<file path="src/rtl/bcd_seg_scan.sv">
// rtl/bcd_seg_scan.sv - BCD digit capture shift register with multiplexed 7-segment scan.
// Optional leading-zero blanking: define LEADING_ZERO_BLANK_EN.
module bcd_seg_scan #(
  parameter int NUM_DIGITS = 4,
  parameter int SCAN_DIV   = 4
) (
  input  logic                    clk,
  input  logic                    rst_asyn,
  input  logic [3:0]              bcd_in,
  input  logic                    bcd_valid,
  input  logic                    clr,
  output logic [6:0]              seg,
  output logic [NUM_DIGITS-1:0]   an,
  output logic                    err,
  output logic [4*NUM_DIGITS-1:0] digits
);

  localparam int DIV_W = (SCAN_DIV > 1) ? $clog2(SCAN_DIV) : 1;
  localparam int IDX_W = $clog2(NUM_DIGITS);
  localparam logic [DIV_W-1:0] DIV_LAST = DIV_W'(SCAN_DIV - 1);
  localparam logic [IDX_W-1:0] IDX_LAST = IDX_W'(NUM_DIGITS - 1);

  logic [DIV_W-1:0] div;
  logic [IDX_W-1:0] idx;
  logic [3:0]       cur_digit;
  logic             blank;
  logic [6:0]       seg_next;

  function automatic logic [6:0] decode(input logic [3:0] d);
    case (d)
      4'd0:    decode = 7'h3F;
      4'd1:    decode = 7'h06;
      4'd2:    decode = 7'h5B;
      4'd3:    decode = 7'h4F;
      4'd4:    decode = 7'h66;
      4'd5:    decode = 7'h6D;
      4'd6:    decode = 7'h7D;
      4'd7:    decode = 7'h07;
      4'd8:    decode = 7'h7F;
      4'd9:    decode = 7'h6F;
      default: decode = 7'h00;
    endcase
  endfunction

  // Codes above 9 never enter the shift register; they only latch err.
  always_ff @(posedge clk or negedge rst_asyn) begin
    if (!rst_asyn) begin
      digits <= '0;
      err    <= 1'b0;
    end else if (clr) begin
      digits <= '0;
      err    <= 1'b0;
    end else if (bcd_valid) begin
      if (bcd_in > 4'd9)
        err <= 1'b1;
      else
        digits <= {digits[4*NUM_DIGITS-5:0], bcd_in};
    end
  end

  always_ff @(posedge clk or negedge rst_asyn) begin
    if (!rst_asyn) begin
      div <= '0;
      idx <= '0;
    end else if (div == DIV_LAST) begin
      div <= '0;
      idx <= (idx == IDX_LAST) ? '0 : idx + 1'b1;
    end else begin
      div <= div + 1'b1;
    end
  end

  assign cur_digit = digits[4*idx +: 4];

  // Blank when no stored digit at or above the scanned position is nonzero.
  always_comb begin
    blank = 1'b0;
`ifdef LEADING_ZERO_BLANK_EN
    blank = (idx != '0);
    for (int i = 0; i < NUM_DIGITS; i++) begin
      if (int'(idx) <= i && digits[4*i +: 4] != 4'd0)
        blank = 1'b0;
    end
`endif
    seg_next = blank ? 7'h00 : decode(cur_digit);
  end

  always_ff @(posedge clk or negedge rst_asyn) begin
    if (!rst_asyn) begin
      an  <= '0;
      seg <= 7'h00;
    end else begin
      an  <= NUM_DIGITS'(1) << idx;
      seg <= seg_next;
    end
  end

endmodule

</file>
<file path="config.mk">
export PLATFORM = sky130hd
export DESIGN_NAME = bcd_seg_scan
export DESIGN_NICKNAME = d
export VERILOG_FILES = /design/src/rtl/bcd_seg_scan.sv
export SDC_FILE = /design/constraint.sdc
export NUM_CORES = 1
export LEC_CHECK = 0
export ABC_AREA = 0
export CAP_MARGIN = 0
export CORE_MARGIN = 2
export CORE_UTILIZATION = 44
export CTS_CLUSTER_DIAMETER = 50
export DETAILED_ROUTE_END_ITERATION = 7
export MAX_ROUTING_LAYER = met4
export PLACE_DENSITY = 0.81
export REMOVE_ABC_BUFFERS = 1
export SKIP_LAST_GASP = 1
export SYNTH_ARGS = -nofsm -noshare
export SYNTH_HDL_FRONTEND = slang
export SYNTH_SLANG_ARGS = --single-unit
</file>
<file path="constraint.sdc">
create_clock -name clk -period 1.85 [get_ports clk]
set_clock_uncertainty 0.1 [all_clocks]
set_input_delay 0.37 -clock clk [delete_from_list [all_inputs] [get_ports clk]]
set_output_delay 0.37 -clock clk [all_outputs]
set_load 0.01 [all_outputs]
</file>
==> flow_summary_export.csv, run 1 <==
group,metric,value,unit
global_route,globalRoute.totalOverflow,0,
synth,avgSynthCellArea,11.0,sq um
clock_network,clkSinkCount,32,
floorplan,placement_rows,21,
global_route,grt_antenna_before_repair,0,
worst_setup_path,worst_ep_required_time,1.97,ns
run_status,run_status,"finished clean",
worst_setup_path,timing.critical_path.from_type,"flop",
clock_network,cts_tree,"built",
placed_design,hpwl,2400,microns
timing,tightestPinTransition,0.385,ns
synth,synthDistinctLibCells,20,
worst_setup_path,critPathCaptureType,"flop",
clock_network,clkLatencyLatePin,0.34,ns
worst_setup_path,data_arrival_time_at_the_worst_slack_endpoint,1.94,ns
timing,final_max_slew_viol_count,0,
synth,post_synth_inst_count,136,
timing,setup_total_negative_slack,0,ns
synth,synth.yosys.seq_area_share,53.3,%
synth,share_of_yosys_cell_area_claimed_by_the_top_area_cell_type,53.3,%
detailed_routing,avgRoutedWirePerCell,15.3,microns
layout,areaGrowthSynthToFinish,41.5,%
floorplan,placeableCoreArea,0.00331,sq mm
worst_setup_path,worstReg2RegStart,"idx[0]",
placed_design,placement.io_buffers,35,
detailed_routing,wirelength,3560,microns
timing,relative_max_transition_margin,74.3,%
worst_setup_path,ff2ff_setup_slack,0.03,ns
detailed_routing,ant_nets,0,
worst_setup_path,cp_max_fo,4,
timing,setup_violations,0,
floorplan,initial_core_util,45.4,%
pwr,maximum_vdd_drop,425,uV
detailed_routing,via_count,1242,
clock_network,max-clock-path-buffers,2,
synth,ys_seq_elements,32,
floorplan,dieArea,0.00390,sq mm
worst_setup_path,critPathSlowestCell,"sky130_fd_sc_hd__mux4_2",
timing,final.min_clock_period,1.82,ns
global_route,grt_usage,19.8,%
run,drv_cap,0,
placed_design,gpl.final_weighted_congestion,0.832,
timing,setup_slack,0.0310,ns
layout,multi_input_area,666,sq um
synth,mappedNetlistArea,0.00150,sq mm
layout,final_area,0.00213,sq mm
pwr,power.static_leakage,0.919,nW
worst_setup_path,r2r-end,"seg[3]",
detailed_routing,dr.pass1.iters,4,
synth,post-synth-top-area-cell,"sky130_fd_sc_hd__dfrtp_1",
worst_setup_path,path_cells,"mux4_2, inv_2, buf_4, ha_4, inv_2, o22ai_2",
layout,finish.utilization,64.2,%
floorplan,chipWidth,62.4,microns
synth,synthTopCellsByArea,"sky130_fd_sc_hd__dfrtp_1 53%, sky130_fd_sc_hd__ha_1 9.2%, sky130_fd_sc_hd__o21ai_0 6.3%, sky130_fd_sc_hd__a21oi_1 6.0%, sky130_fd_sc_hd__nand3_1 5.3%",
global_route,grt_pass1_wl,5700,microns
timing,timing_hold_violations_final,0,
placed_design,post_dp_cell_area,0.00196,sq mm
global_route,first_global_vias,1219,
worst_setup_path,worst_path_max_stage_delay,0.57,ns
floorplan,pin_count,36,
detailed_routing,detail_route.iter0.violations,41,
placed_design,dp_worst_setup_slack,-0.117,ns
layout,antenna_cells_inserted,0,
pwr,p_per_area,731,mW/mm^2
layout,ff_latch_area,802,sq um
timing,max_freq,550,MHz
layout,layout.filler_cells,293,
detailed_routing,via_per_inst,5.35,
floorplan,die_h,62.4,microns
worst_setup_path,worst_path_most_repeated_cell,"sky130_fd_sc_hd__inv_2",
layout,fin_nets,204,
synth,synth.yosys.warnings,0,
worst_setup_path,path_class,"reg2reg",
worst_setup_path,reg2reg_depth,6,
clock_network,cts.reportedPaths.clkPinSlew,0.10,ns
layout,ratio_of_cells_with_drive_above_1_in_the_final_layout,21.5,%
clock_network,master_cell_of_the_clock_root_buffer,"sky130_fd_sc_hd__clkbuf_4",
hold_path,min-delay-path-class,"in2async",
clock_network,cts_buffers,5,
timing,fin_hold_ws,0.323,ns
clock_network,cts.htree.levels,2,
detailed_routing,drc,0,
timing,period_share,98.3,%
timing,grt_setup_unrepaired,"true",
global_route,largest_net_degree_at_the_start_of_global_routing,33,
==> metrics by stage <==
| step | cells | power, mW |
|---|---|---|
| floorplan | 127 | 0.822 |
| global route | 232 | 1.62 |
| CTS | 231 | 1.55 |
| finish | 232 | 1.55 |
| detailed placement | 221 | 0.947 |
| global placement | 221 | 0.936 |
==> cell type report <==
type	count	area share, %
sequential	32	37.7
multi-input combinational	87	31.3
timing repair buffer	51	22.3
clock buffer	7	3.06
inverter	8	1.53
tap	46	2.71
clock inverter	1	1.41
==> cells in the mapped netlist <==
cell	instances
sky130_fd_sc_hd__mux4_2	3
sky130_fd_sc_hd__nor2_1	4
sky130_fd_sc_hd__inv_1	8
sky130_fd_sc_hd__mux4_1	1
sky130_fd_sc_hd__dfrtp_1	32
sky130_fd_sc_hd__clkbuf_1	6
sky130_fd_sc_hd__a21oi_1	18
sky130_fd_sc_hd__nand3_1	16
sky130_fd_sc_hd__buf_6	2
sky130_fd_sc_hd__nand2_1	2
sky130_fd_sc_hd__o21a_1	2
sky130_fd_sc_hd__nand2b_1	1
sky130_fd_sc_hd__ha_1	11
sky130_fd_sc_hd__a21o_1	1
sky130_fd_sc_hd__o21ai_0	19
sky130_fd_sc_hd__buf_1	1
sky130_fd_sc_hd__o21ai_1	1
sky130_fd_sc_hd__mux2_4	2
sky130_fd_sc_hd__o22ai_1	5
sky130_fd_sc_hd__xnor2_1	1
==> metal layers <==
metal / vias to the layer above / global-route usage [%] / share of wire (%)
met5: - / - / 0
met4: 0 / 8.89 / 2.3
met3: 10 / 5.77 / 6.2
met2: 47 / 34.1 / 53
met1: 606 / 21.2 / 38
li1: 579 / - / -
==> power breakdown <==
group	internal, mW	total (mW)	leakage [nW]	switching [mW]
logic	0.108	0.218	0.461	0.111
clock network	0.359	0.602	0.0515	0.243
registers	0.722	0.734	0.407	0.0115
==> registers in the layout (all words and copies together), names as in the netlist <==
| signal | count |
|---|---|
| idx | 2 |
| an | 4 |
| div | 2 |
| seg | 7 |
| digits | 16 |
| err | 1 |
==> cell families after synthesis <==
logic type,after synthesis,synth area share [%]
AOI/OAI and AO/OA,46,16.2
DFF,32,53.3
and+or+nand+nor,23,7.24
buffers and inverters,17,5.25
adders and majority gates,11,9.16
muxes,6,8.24
xor gates and xnor gates,1,0.583
==> cells in the final DEF (no fill, tap or decap), types with 3 or more instances in the layout <==
| cell type | n |
|---|---|
| sky130_fd_sc_hd__ha_1 | 8 |
| sky130_fd_sc_hd__inv_1 | 5 |
| sky130_fd_sc_hd__nand3_1 | 16 |
| sky130_fd_sc_hd__mux4_2 | 4 |
| sky130_fd_sc_hd__o22ai_2 | 3 |
| sky130_fd_sc_hd__nor2_1 | 4 |
| sky130_fd_sc_hd__a21oi_1 | 18 |
| sky130_fd_sc_hd__o21ai_0 | 18 |
| sky130_fd_sc_hd__clkdlybuf4s50_1 | 32 |
| sky130_fd_sc_hd__buf_4 | 15 |
| sky130_fd_sc_hd__dfrtp_1 | 31 |
| sky130_fd_sc_hd__clkbuf_4 | 5 |
==> how the worst max path moves through the flow <==
stage,start,end
3_5_place_dp,idx[0],seg[3]
2_1_floorplan,idx[0],seg[5]
5_1_grt,idx[0],seg[6]
6_report,idx[0],seg[3]
4_1_cts,idx[0],seg[5]
3_3_place_gp,idx[0],seg[5]
==> repair_timing <==
item,in CTS,in global routing
hold buffers,0,0
pin swaps,0,1
endpoints found under the hold margin,0,0
setup buffers,2,1
resized for setup,8,10
endpoints found under the setup margin,7,6
==> worst max-delay path: cells and delay by family, from the launching register on <==
family	cells	cell delay, ns
AO/OA/AOI/OAI	1	0.08
multiplexers	1	0.57
flip-flops	1	0.44
buffers and inverters	3	0.30
adder cells (fa/ha/maj)	1	0.21
Power figures use the tool's default switching activity.
==> run 2: changes to the inputs <==
==> constraint.sdc (replaced) <==
create_clock -name clk -period 1.5 [get_ports clk]
set_clock_uncertainty 0.1 [all_clocks]
set_input_delay 0.225 -clock clk [delete_from_list [all_inputs] [get_ports clk]]
set_output_delay 0.225 -clock clk [all_outputs]
set_load 0.01 [all_outputs]
==> flow_summary_export.csv, run 2 (synthesis gave the netlist of run 1 again) <==
group,metric,value,unit
timing,period_share,121,%
pwr,p_per_area,759,mW/mm^2
run_status,violations_in_the_final_reports,"setup timing",
timing,final.min_clock_period,1.81,ns
floorplan,die_h,62.4,microns
worst_setup_path,cp_max_fo,4,
run,drv_cap,0,
detailed_routing,via_count,1346,
timing,relative_max_transition_margin,68.2,%
worst_setup_path,critPathCaptureType,"flop",
clock_network,max-clock-path-buffers,2,
worst_setup_path,worstReg2RegStart,"idx[0]",
clock_network,cts_tree,"built",
layout,antenna_cells_inserted,0,
placed_design,hpwl,2410,microns
global_route,globalRoute.totalOverflow,0,
placed_design,gpl.final_weighted_congestion,0.854,
layout,layout_common_cells,"31 x sky130_fd_sc_hd__dfrtp_1, 26 x sky130_fd_sc_hd__buf_4, 18 x sky130_fd_sc_hd__a21oi_1, 18 x sky130_fd_sc_hd__o21ai_0, 17 x sky130_fd_sc_hd__dlygate4sd2_1",
floorplan,initial_core_util,45.4,%
placed_design,placedCellCount,236,
placed_design,placement.io_buffers,35,
detailed_routing,wirelength,3780,microns
layout,mostFrequentLayoutCell,"sky130_fd_sc_hd__dfrtp_1",
detailed_routing,drc,0,
pwr,power.static_leakage,1.04,nW
layout,biggestRegsByFlops,"digits x16, seg x7, an x4",
placed_design,dp_worst_setup_slack,-0.428,ns
layout,ratio_of_cells_with_drive_above_1_in_the_final_layout,32.7,%
worst_setup_path,worst_ep_required_time,1.65,ns
layout,largest_register,"digits",
timing,timing_hold_violations_final,0,
floorplan,placeableCoreArea,0.00331,sq mm
detailed_routing,detail_route.iter0.violations,50,
layout,largest_register_ffs,16,
worst_setup_path,ff2ff_setup_slack,-0.31,ns
clock_network,cts_buffers,5,
timing,final_max_slew_viol_count,0,
clock_network,master_cell_of_the_clock_root_buffer,"sky130_fd_sc_hd__clkbuf_4",
pwr,maximum_vdd_drop,578,uV
global_route,largest_net_degree_at_the_start_of_global_routing,33,
clock_network,clkSinkCount,32,
global_route,grt_antenna_before_repair,0,
run_status,run_status,"finished, violations left",
detailed_routing,via_per_inst,5.36,
global_route,first_global_vias,1375,
detailed_routing,dr.pass1.iters,4,
pwr,total_power,1.72,mW
layout,final_non_filler_cell_total,251,
layout,multi_input_area,697,sq um
layout,fin_nets,223,
timing,max_freq,553,MHz
floorplan,chipWidth,62.4,microns
detailed_routing,avgRoutedWirePerCell,15.1,microns
floorplan,dieArea,0.00390,sq mm
worst_setup_path,path_class,"reg2reg",
timing,tightestPinTransition,0.477,ns
floorplan,pin_count,36,
layout,layout.filler_cells,278,
global_route,grt_usage,21.0,%
detailed_routing,ant_nets,0,
worst_setup_path,data_arrival_time_at_the_worst_slack_endpoint,1.96,ns
clock_network,clkLatencyLatePin,0.33,ns
clock_network,cts.htree.levels,2,
hold_path,min-delay-path-class,"in2async",
timing,grt_setup_unrepaired,"true",
layout,areaGrowthSynthToFinish,51.2,%
timing,setup_slack,-0.309,ns
worst_setup_path,r2r-end,"seg[4]",
timing,setup_violations,7,
layout,ff_latch_area,802,sq um
worst_setup_path,reg2reg_depth,7,
clock_network,cts_hold_repair.buffers,0,
worst_setup_path,timing.critical_path.from_type,"flop",
global_route,grt_pass1_wl,6140,microns
floorplan,placement_rows,21,
clock_network,cts.reportedPaths.clkPinSlew,0.10,ns
==> run 2: cell count changes in the layout (fill, tap and decap cells not counted), moves of 4 or more <==
| cell | delta |
|---|---|
| sky130_fd_sc_hd__dlygate4sd2_1 | +15 |
| sky130_fd_sc_hd__buf_6 | +6 |
| sky130_fd_sc_hd__clkbuf_2 | +4 |
| sky130_fd_sc_hd__buf_4 | +11 |
| sky130_fd_sc_hd__clkdlybuf4s15_1 | +7 |
| sky130_fd_sc_hd__clkdlybuf4s50_1 | -25 |
==> run 2: stage by stage <==
step	TNS, ns	hold slack (ns)	utilization (%)	cell area, sq um
5_1_grt	-2.49	0.149	68.6	2270
2_1_floorplan	-2.22	-0.171	-	1450
3_3_place_gp	-3.73	0.315	63.0	2080
4_1_cts	-1.73	0.155	66.8	2210
6_report	-1.97	0.154	68.6	2270
3_5_place_dp	-4.75	0.329	63.0	2080
==> run 2: timing repair <==
action / 4_1_cts / 5_1_grt
endpoints found under the setup margin: 35 / 19
cloned: 0 / 0
pin swaps: 7 / 4
setup buffers: 2 / 5
gates resized for setup: 52 / 18
==> run 2: area by class of cell <==
type / instances / share of cell area, %
Clock inverter: 1 / 0.330
Sequential cell: 32 / 35.3
Clock buffer: 7 / 2.42
Tap cell: 46 / 2.53
Inverter: 8 / 1.32
Timing Repair Buffer: 70 / 27.4
Multi-Input combinational cell: 87 / 30.7
==> run 2: per-layer routing <==
metal	up-vias	track usage, %	part of all wire (%)
li1	615	-	-
met1	660	20.7	38
met2	58	37.2	53
met3	13	5.41	6.2
met4	0	11.9	3.0
met5	-	-	0
==> run 2: how the worst max path moves through the flow <==
stage                       from      to  slack (ns)
final                     idx[0]  seg[4]       -0.31
after global placement    idx[0]  seg[5]       -0.34
after CTS                 idx[0]  seg[5]       -0.29
after global routing      idx[0]  seg[2]       -0.40
after floorplan           idx[0]  seg[5]       -0.49
after detailed placement  idx[0]  seg[5]       -0.43
==> run 2: critical path, stage by stage (launching register included) <==
cell,delay (ns)
sky130_fd_sc_hd__dfrtp_2,0.43
sky130_fd_sc_hd__mux4_2,0.57
sky130_fd_sc_hd__inv_2,0.11
sky130_fd_sc_hd__buf_6,0.12
sky130_fd_sc_hd__buf_12,0.10
sky130_fd_sc_hd__ha_4,0.11
sky130_fd_sc_hd__inv_2,0.04
sky130_fd_sc_hd__o22ai_2,0.14
==> run 2: where the power goes <==
group	internal [mW]	switching [mW]
Clock	0.229	0.294
Sequential	0.891	0.0101
Combinational	0.146	0.153
Total	1.27	0.458
